===== src/rtl/cpu_pkg.sv =====
// Shared CPU definitions: fetch state encoding, bus widths and the default reset PC.
package cpu_pkg;

    localparam int ADDR_W = 8;
    localparam int DATA_W = 8;

    localparam logic [ADDR_W-1:0] DEFAULT_RESET_PC = 8'h00;

    typedef enum logic [1:0] {
        IDLE      = 2'd0,
        FETCH_OP  = 2'd1,
        FETCH_ARG = 2'd2,
        HOLD      = 2'd3
    } fetch_state_t;

endpackage


===== src/rtl/fetch_unit.sv =====
// Instruction fetch: reads one- or two-byte instructions from a 256x8 memory
// and presents them to the decoder with a valid/ready handshake.
module fetch_unit
    import cpu_pkg::*;
#(
    parameter logic [ADDR_W-1:0] RESET_PC = DEFAULT_RESET_PC,
    parameter int                WIDE_BIT = 7
) (
    input  logic              clk,
    input  logic              rst_n,
    output logic [ADDR_W-1:0] mem_addr,
    output logic              mem_we,
    input  logic [DATA_W-1:0] mem_rdata,
    output logic              instr_valid,
    input  logic              instr_ready,
    output logic [DATA_W-1:0] instr_opcode,
    output logic [DATA_W-1:0] instr_operand,
    output logic [ADDR_W-1:0] instr_pc,
    input  logic              jump_en,
    input  logic [ADDR_W-1:0] jump_addr,
    input  logic              halt
);

    fetch_state_t      state_reg, state_next;
    logic [ADDR_W-1:0] pc_reg, pc_next;
    logic [DATA_W-1:0] opcode_reg, opcode_next;
    logic [DATA_W-1:0] operand_reg, operand_next;
    logic [ADDR_W-1:0] ipc_reg, ipc_next;

    always_ff @(posedge clk or negedge rst_n) begin
        if (!rst_n) begin
            state_reg   <= FETCH_OP;
            pc_reg      <= RESET_PC;
            opcode_reg  <= '0;
            operand_reg <= '0;
            ipc_reg     <= '0;
        end else begin
            state_reg   <= state_next;
            pc_reg      <= pc_next;
            opcode_reg  <= opcode_next;
            operand_reg <= operand_next;
            ipc_reg     <= ipc_next;
        end
    end

    always_comb begin
        state_next   = state_reg;
        pc_next      = pc_reg;
        opcode_next  = opcode_reg;
        operand_next = operand_reg;
        ipc_next     = ipc_reg;

        // A redirect wins over everything, including a pending handshake.
        if (jump_en) begin
            pc_next    = jump_addr;
            state_next = FETCH_OP;
        end else begin
            unique case (state_reg)
                IDLE: begin
                    if (!halt) state_next = FETCH_OP;
                end
                FETCH_OP: begin
                    if (halt) begin
                        state_next = IDLE;
                    end else begin
                        opcode_next = mem_rdata;
                        ipc_next    = pc_reg;
                        pc_next     = pc_reg + 8'd1;
                        if (mem_rdata[WIDE_BIT]) begin
                            state_next = FETCH_ARG;
                        end else begin
                            operand_next = '0;
                            state_next   = HOLD;
                        end
                    end
                end
                FETCH_ARG: begin
                    // halt is deferred to acceptance so the instruction completes.
                    operand_next = mem_rdata;
                    pc_next      = pc_reg + 8'd1;
                    state_next   = HOLD;
                end
                HOLD: begin
                    if (instr_ready) state_next = halt ? IDLE : FETCH_OP;
                end
                default: state_next = FETCH_OP;
            endcase
        end
    end

    assign mem_addr      = pc_reg;
    assign mem_we        = 1'b0;
    assign instr_valid   = (state_reg == HOLD);
    assign instr_opcode  = opcode_reg;
    assign instr_operand = operand_reg;
    assign instr_pc      = ipc_reg;

endmodule


===== config.mk =====
export PLATFORM = sky130hd
export DESIGN_NAME = fetch_unit
export DESIGN_NICKNAME = d
export VERILOG_FILES = /design/src/rtl/cpu_pkg.sv /design/src/rtl/fetch_unit.sv
export SDC_FILE = /design/constraint.sdc
export NUM_CORES = 1
export LEC_CHECK = 0
export ABC_AREA = 1
export BUFFER_PORTS_ARGS = -buffer_cell sky130_fd_sc_hd__buf_2
export CORE_MARGIN = 4
export CORE_UTILIZATION = 40
export CTS_BUF_LIST = sky130_fd_sc_hd__clkbuf_4
export DETAILED_ROUTE_END_ITERATION = 10
export GPL_TIMING_DRIVEN = 0
export PLACE_DENSITY = 0.66
export SLEW_MARGIN = 20
export SYNTH_ARGS = -nofsm -noshare
export SYNTH_HDL_FRONTEND = slang
export SYNTH_SLANG_ARGS = --single-unit

===== constraint.sdc =====
create_clock -name clk -period 1.7 [get_ports clk]
set_clock_uncertainty 0.2 [all_clocks]
set_input_delay 0.255 -clock clk [delete_from_list [all_inputs] [get_ports clk]]
set_output_delay 0.255 -clock clk [all_outputs]
set_load 0.02 [all_outputs]

Word level (Yosys, flattened, before mapping)
Index checks and enable logic that the tools add are counted.
- register bits: 34
- bits in latches: 0
- RAM bits: 0
- bits in read-only memories: 0
- logic and storage cells: 36
- memories kept: 0
- add/subtract/negate cells: 1
- $mul: 0
- divide/modulo/power cells: 0
- $lt $le $gt $ge: 0
- equality and inequality tests: 8
- shift-type cells: 0
- muxes and demuxes: 13
- bitwise gates (word level): 2
- reduce and logical (&&, ||, !) cells: 7
- operators by type and width (kind ; number):
    two-way mux 8 bit ; 4
    case mux 8 bit (2 select lines) ; 2
    adder 8 x 1 -> 8 bit (second input constant) ; 1
    two-way mux 2 bit ; 4
    case mux 2 bit (4 select lines) ; 1
    inequality test 3 bit (second input constant) ; 2
    == test 2 bit (second input constant) ; 2
    inequality test 2 bit (second input constant) ; 2
    AND reduction 2 bit ; 2
    AND reduction 4 bit ; 1
    inequality test 3 x 1 -> 1 bit (second input constant) ; 1
    AND reduction 3 bit ; 1
    nonzero test 3 bit ; 1
    == test 2 x 1 -> 1 bit (second input constant) ; 1
    logical NOT 2 bit ; 1
    two-way mux 1 bit ; 2
    inverter 1 bit ; 2
    nonzero test 2 bit ; 1

Logic depth before layout (Yosys ltp)
Gate-level depths: netlist of the first run.
- depth in word-level cells: 4
- depth in mapped cells: 8

Worst setup path before layout of the first run
OpenSTA, ideal clock, no wires.
- path kind: register to register
- start point: register pc_reg[2], in the netlist mem_addr[2]
- end point: register pc_reg[7], in the netlist mem_addr[7]
- arrival: 1.109 ns
- path slack: 0.275 ns
- stages on the path, launching flop included: 9
- path buffers: 1
- cell sequence: dfrtp_1 buf_2 nand2_1 nor2_1 nand2_1 nand2_1 nand2_1 nand2_1 nand2_1
- word-level cells in the longest chain between the ends: 4
- ends and longest elaborated chain (what ; line ; text):
    start, declared ; fetch_unit.sv:25 ; logic [ADDR_W-1:0] pc_reg, pc_next;
    start signal, assigned ; fetch_unit.sv:39 ; pc_reg <= pc_next;
    adder 8 x 1 -> 8 bit * ; fetch_unit.sv:68, fetch_unit.sv:80 ;
    two-way mux 8 bit ; fetch_unit.sv:63 ; if (halt) begin
    case mux 8 bit (2 select lines) * ; fetch_unit.sv:58 ; unique case (state_reg)
    two-way mux 8 bit * ; fetch_unit.sv:54 ; if (jump_en) begin
Every way passes the cells marked *; elsewhere a longest branch is shown, timed or not. The select of a mux whose other input is x is not followed.
A chain may end at the register's enable or synchronous reset.

Worst setup path after layout of the first run
- start point: register state_reg[0]
- end point: output instr_valid
- word-level cells in the longest chain between the ends: 1
- ends and longest elaborated chain (what ; line ; text):
    start, declared ; fetch_unit.sv:24 ; fetch_state_t state_reg, state_next;
    start signal, assigned ; fetch_unit.sv:38 ; state_reg <= state_next;
    == test 2 bit ; fetch_unit.sv:93 ; assign instr_valid = (state_reg == HOLD);
    end, declared ; fetch_unit.sv:14 ; output logic instr_valid,
Every way passes these cells.

==> impl_metrics.yaml, run 1 <==
outcome:
  status: "finished, final reports clean"
die:
  core_area_um2: 4029
  start_util_pct: 41.61
  die_area_um2: 5291
  io_pins: 55
  die_y_um: 72.74
  row_count: 23
  fp.dieW_um: 72.74
clocking:
  clockBufferDepth: 2
  clkTransAtPathRegs_ns: 0.10
  cts_tree: "done"
  cts-root-buf: "clkbuf_4"
  postCtsSetupBuffers: 0
  clock_latency_ns: 0.33
  clock-sinks: 34
  htreeDepth: 2
  cts_buffers: 5
worst_setup_path:
  cp.depth: 3
  worstRegToRegCells: 6
  cp-start-kind: "register"
  r2r_setup_slack_ns: 0.12
  cp.arrival_ns: 1.16
  path_buf_inv: 2
  crit_start: "state_reg[0]"
  worst_ep_required_time_ns: 1.24
  crit_family: "flip-flops"
  crit_path_cell_trace: "nand2_2 > inv_1 > buf_4"
  end_kind: "output port"
  critPathKind: "register to output port"
  cp_slowest_cell: "dfstp_2"
  regToRegEndpoint: "instr_pc[3]"
  endpoint: "instr_valid"
  critical_path.max_stage_delay_ns: 0.57
  reg2reg_from: "state_reg[0]"
  worst-path-max-fanout: 3
detailed_routing:
  ant_nets: 0
  wl_per_cell_um: 12.10
  firstDrtPassIters: 6
  wl_um: 4113
  drt-initial-drc-count: 94
  drc_errors: 0
  viasPerCell: 4.600
  vias: 1564
flow_run:
  max-cap-violations: 0
final_layout:
  stdcell_count: 340
  diodes: 0
  stdcell_area_um2: 2193
  drive_gt1_share_pct: 27.93
  area_growth_pct: 30.82
  fin_nets: 311
  fillers: 387
timing:
  period_needed_ns: 1.610
  setup_viol: 0
  timing.fmax_mhz: 621.0
  max_slew_margin_pct: 50.54
  tightest_slew_ns: 0.7420
  finalSetupTns_ns: 0
  drv_slew: 0
  fin_crit_sh_pct: 94.72
  rsz0062_at_grt: "false"
  hold_violations: 0
logic_synthesis:
  synthCells: 216
  syn_area_per_cell_um2: 7.762
  synth_nets: 238
  yosysTopAreaCellShare_pct: 49.25
  synth_most_common_cell: "nand2_1"
  ys_ff_latch: 34
  yosysWarnings: 0
  synth_area_um2: 1677
  synthFlopType: "dfrtp_1"
  ys_types: 24
  synthTopCellsByCount: "nand2_1, dfrtp_1, inv_1"
  synth.largest_area_cell: "dfrtp_1"
  ys_seq_area_share_pct: 50.82
  synth-edff-count: 0
  synthTopCellsByArea: "dfrtp_1, nand2_1, inv_1"
  synthArstFlopShare_pct: 100.0
pwr:
  power_density_nw_per_um2: 1031
  p_sw_share_pct: 38.05
  p_comb_share_pct: 33.7
  internal_power_mw: 1.401
  clkPwrFrac_pct: 19.2
  p_leak_nw: 1.282
  ir_drop_v: 0.0004619
  pwr-share-seq_pct: 47.1
  switchingPower_mw: 0.8609
place:
  dp_cells: 319
  hpwlAfterDp_um: 2964
  finalWeightedCongestion: 0.8567
  placed_area_um2: 2004
  port_buffers: 53
global_routing:
  grt_pass1_wl_um: 6686
  grt_pass1_vias: 1435
  grt_usage_pct: 16.72
  grt_max_degree: 35
  antenna_found_initial: 0
  grt-ovfl-total: 0
min_path:
  holdPathStages: 3
  holdCritPathClass: "input pin to register"
placed cells by master (no fill, tap or decap):
cell type / n
inv_2: 2
nand2_2: 3
nor2_1: 20
conb_1: 1
o21ai_0: 18
nand2_1: 66
buf_2: 56
nand4_1: 5
buf_4: 4
dfstp_2: 1
nand3_2: 2
clkbuf_4: 6
nor3_2: 1
clkinv_1: 1
ha_1: 1
mux2i_1: 1
a21oi_1: 3
buf_6: 1
dfrtp_1: 33
nor2_2: 2
clkbuf_2: 1
nand2_4: 1
o21ai_1: 3
dlygate4sd3_1: 13
or2_1: 1
clkinv_2: 1
nand3_1: 16
inv_1: 27
per-stage QoR:
step                      setup slack (ns)  hold WS (ns)  power (mW)  util, %
after floorplan                     0.2745       -0.2406       1.548        -
after global placement              0.1949        0.1627       1.814    49.75
after detailed placement            0.1558        0.1683       1.824    49.75
after CTS                          0.04376      0.006884       2.290    54.32
after global routing              0.002763       0.02065       2.422    54.44
final                              0.08975       0.01319       2.262    54.44
tightest hold or removal path, delay by kind of cell:
| kind | cells | cell delay, ns |
|---|---|---|
| buf+inv | 2 | 0.16 |
| compound gates | 1 | 0.09 |
cell type report:
type                            instances  area, µm²  share of cell area, %
Inverter                               29      108.9                  4.963
Clock buffer                            6      45.04                  2.054
Sequential cell                        34      852.1                  38.85
Multi-Input combinational cell        144      659.4                  30.06
Clock inverter                          2      8.758                 0.3993
Buffer                                  9      58.81                  2.681
Tap cell                               50      62.56                  2.852
Timing Repair Buffer                   66      397.9                  18.14
cells by family (layout without fill, tap and decap cells):
group           Yosys count  in the layout  share of synthesized area [%]
flops                    34             34                          50.82
fa+ha+maj                 1              1                         0.7461
other cells               1              1                         0.2237
buf+inv                  38            112                          10.00
mux                       1              1                         0.5970
compound gates           24             24                          7.164
simple gates            117            117                          30.45
layer usage:
layer  routed length, µm  global-route usage [%]  up-vias  part of all wire, %
met1                1869                   22.03      687                   45
met3                 268                   4.959       11                  6.5
met5                   0                       0        -                    0
met4                 151                   9.426        0                  3.7
li1                    -                       -      819                    -
met2                1823                   24.45       47                   44
timing repair:
action / CTS / global route
endpoints found under the setup margin: 0 / 1
resized for setup: 0 / 2
hold buffers: 13 / 0
hold endpoints to repair: 47 / 0
power by group through the flow:
stage	Combinational [mW]	Clock [mW]	Sequential [mW]
final	0.762	0.435	1.07
after global routing	0.840	0.493	1.09
after CTS	0.771	0.456	1.06
after detailed placement	0.745	0	1.08
after global placement	0.735	0	1.08
after floorplan	0.290	0	1.26
worst min-delay path by stage:
stage | from | to | slack (ns)
4_1_cts | mem_rdata[3] | instr_opcode[3] | 0.007
2_1_floorplan | rst_n | instr_opcode[0] | -0.24
3_5_place_dp | rst_n | mem_addr[1] | 0.17
3_3_place_gp | rst_n | mem_addr[1] | 0.16
5_1_grt | jump_addr[2] | mem_addr[2] | 0.02
6_report | mem_rdata[3] | instr_opcode[3] | 0.01
No activity file was read; power rests on OpenSTA's default activity.
==> run 2: changes to the inputs <==
- CORE_MARGIN: 4 -> default
- SETUP_SLACK_MARGIN: default -> 0.02
==> run 2 against run 1 <==
Against the previous run: sequential power barely moved; routed wire length fell by 7.2%; setup slack got worse by 0.016 ns; register-to-register slack improved by 0.02 ns; combinational power fell by 0.7%; critical path depth did not move; critical path type unchanged; maximum frequency fell by 0.97%; critical endpoint unchanged; final cell count fell by 0.59%; via count fell by 1.7%; non-clock buffer count fell by 2; flip-flop and latch count did not move.
==> impl_metrics.yaml, run 2 (synthesized netlist as in run 1, its figures left out) <==
worst_setup_path:
  cp-start-kind: "register"
  cp.arrival_ns: 1.17
  end_kind: "output port"
  critical_path.max_stage_delay_ns: 0.57
  r2r_setup_slack_ns: 0.14
  worst_ep_required_time_ns: 1.24
  cp_slowest_cell: "dfstp_2"
  endpoint: "instr_valid"
  crit_path_cell_trace: "nand2_1 > inv_1 > buf_6"
  critPathKind: "register to output port"
  regToRegEndpoint: "instr_opcode[6]"
  worstRegToRegCells: 5
  reg2reg_from: "state_reg[0]"
  crit_start: "state_reg[0]"
  worst-path-max-fanout: 3
global_routing:
  grt_max_degree: 35
  antenna_found_initial: 0
  grt-ovfl-total: 0
  grt_pass1_vias: 1461
  grt_usage_pct: 19.02
  grt_pass1_wl_um: 6313
pwr:
  ir_drop_v: 0.0005921
  p_leak_nw: 1.287
  power_density_nw_per_um2: 1102
place:
  place_ws_ns: 0.1570
  hpwlAfterDp_um: 2820
  finalWeightedCongestion: 0.8909
  placed_area_um2: 2004
  port_buffers: 53
final_layout:
  fin_nets: 309
  fillers: 393
  area_growth_pct: 31.42
  layout_common_cells: "nand2_1, buf_2, dfrtp_1"
  stdcell_area_um2: 2203
  final_common_cell: "nand2_1"
  diodes: 0
  drive_gt1_share_pct: 28.13
die:
  fp.dieW_um: 66.74
  row_count: 23
  die_area_um2: 4454
  start_util_pct: 41.91
  core_area_um2: 4000
  die_y_um: 66.74
  io_pins: 55
timing:
  fin_crit_sh_pct: 95.65
  drv_slew: 0
  period_needed_ns: 1.626
  finalSetupTns_ns: 0
  setup_viol: 0
  hold_violations: 0
  tightest_slew_ns: 0.7205
  timing.fmax_mhz: 615.0
  max_slew_margin_pct: 51.97
  rsz0062_at_grt: "false"
  finalWorstSetupSlack_ns: 0.07393
clocking:
  htreeDepth: 2
  clockBufferDepth: 2
  cts_buffers: 5
  clkTransAtPathRegs_ns: 0.11
  clock_latency_ns: 0.33
  clock-sinks: 34
  cts-root-buf: "clkbuf_4"
  cts_tree: "done"
detailed_routing:
  firstDrtPassIters: 4
  vias: 1537
  wl_um: 3818
  drc_errors: 0
  ant_nets: 0
  viasPerCell: 4.547
  wl_per_cell_um: 11.30
  drt-initial-drc-count: 48
outcome:
  status: "finished, final reports clean"
flow_run:
  max-cap-violations: 0
min_path:
  holdCritPathClass: "input pin to register"
run 2: area by class of cell:
| cell class | instances | area, µm² | area share, % |
|---|---|---|---|
| inverter | 29 | 108.9 | 4.940 |
| multi-input combinational | 144 | 656.9 | 29.81 |
| clock inverter | 1 | 30.03 | 1.363 |
| buffer | 9 | 58.81 | 2.669 |
| timing repair buffer | 64 | 381.6 | 17.32 |
| tap | 50 | 62.56 | 2.839 |
| clock buffer | 7 | 52.55 | 2.385 |
| sequential | 34 | 852.1 | 38.67 |
run 2: worst min path at each step:
| stage | from | endpoint | slack [ns] | depth (start not counted) |
|---|---|---|---|---|
| global placement | rst_n | instr_opcode[0] | 0.15 | 1 |
| floorplan | rst_n | instr_opcode[0] | -0.24 | 0 |
| detailed placement | rst_n | instr_opcode[0] | 0.17 | 1 |
| CTS | mem_rdata[6] | instr_opcode[6] | 0.0002 | 3 |
| global route | mem_rdata[2] | instr_opcode[2] | 0.02 | 3 |
| finish | jump_addr[1] | mem_addr[1] | 0.02 | 3 |
run 2: stage by stage:
| stage | std cells | util [%] | total power [mW] | hold WS, ns |
|---|---|---|---|---|
| finish | 338 | 55.08 | 2.428 | 0.01894 |
| global route | 338 | 55.08 | 2.599 | 0.01930 |
| detailed placement | 319 | 50.11 | 1.824 | 0.1655 |
| global placement | 319 | 50.11 | 1.808 | 0.1538 |
| floorplan | 216 | - | 1.548 | -0.2406 |
| CTS | 338 | 54.93 | 2.458 | 0.0002407 |
run 2: repair_timing:
action | in CTS | in global routing
gates resized for setup | 0 | 3
hold buffers | 11 | 0
hold endpoints to repair | 45 | 0
buffers inserted | 0 | 0
setup endpoints to repair | 0 | 2
run 2: layer usage:
metal | vias to the layer above | global-route usage, % | wire length [µm]
met1 | 684 | 25.00 | 1821
met2 | 34 | 30.43 | 1758
li1 | 815 | - | -
met5 | - | 0 | 0
met4 | 0 | 8.777 | 43
met3 | 4 | 3.082 | 194
run 2: critical path: cells and delay by family (launching register included):
family,cells,cell delay [ns]
buffers and inverters,2,0.19
AND/OR/NAND/NOR,1,0.08
flip-flops,1,0.57
run 2: power breakdown:
| group | switching (mW) | internal [mW] |
|---|---|---|
| Combinational | 0.489 | 0.269 |
| Sequential | 0.107 | 0.960 |
| Clock | 0.260 | 0.344 |
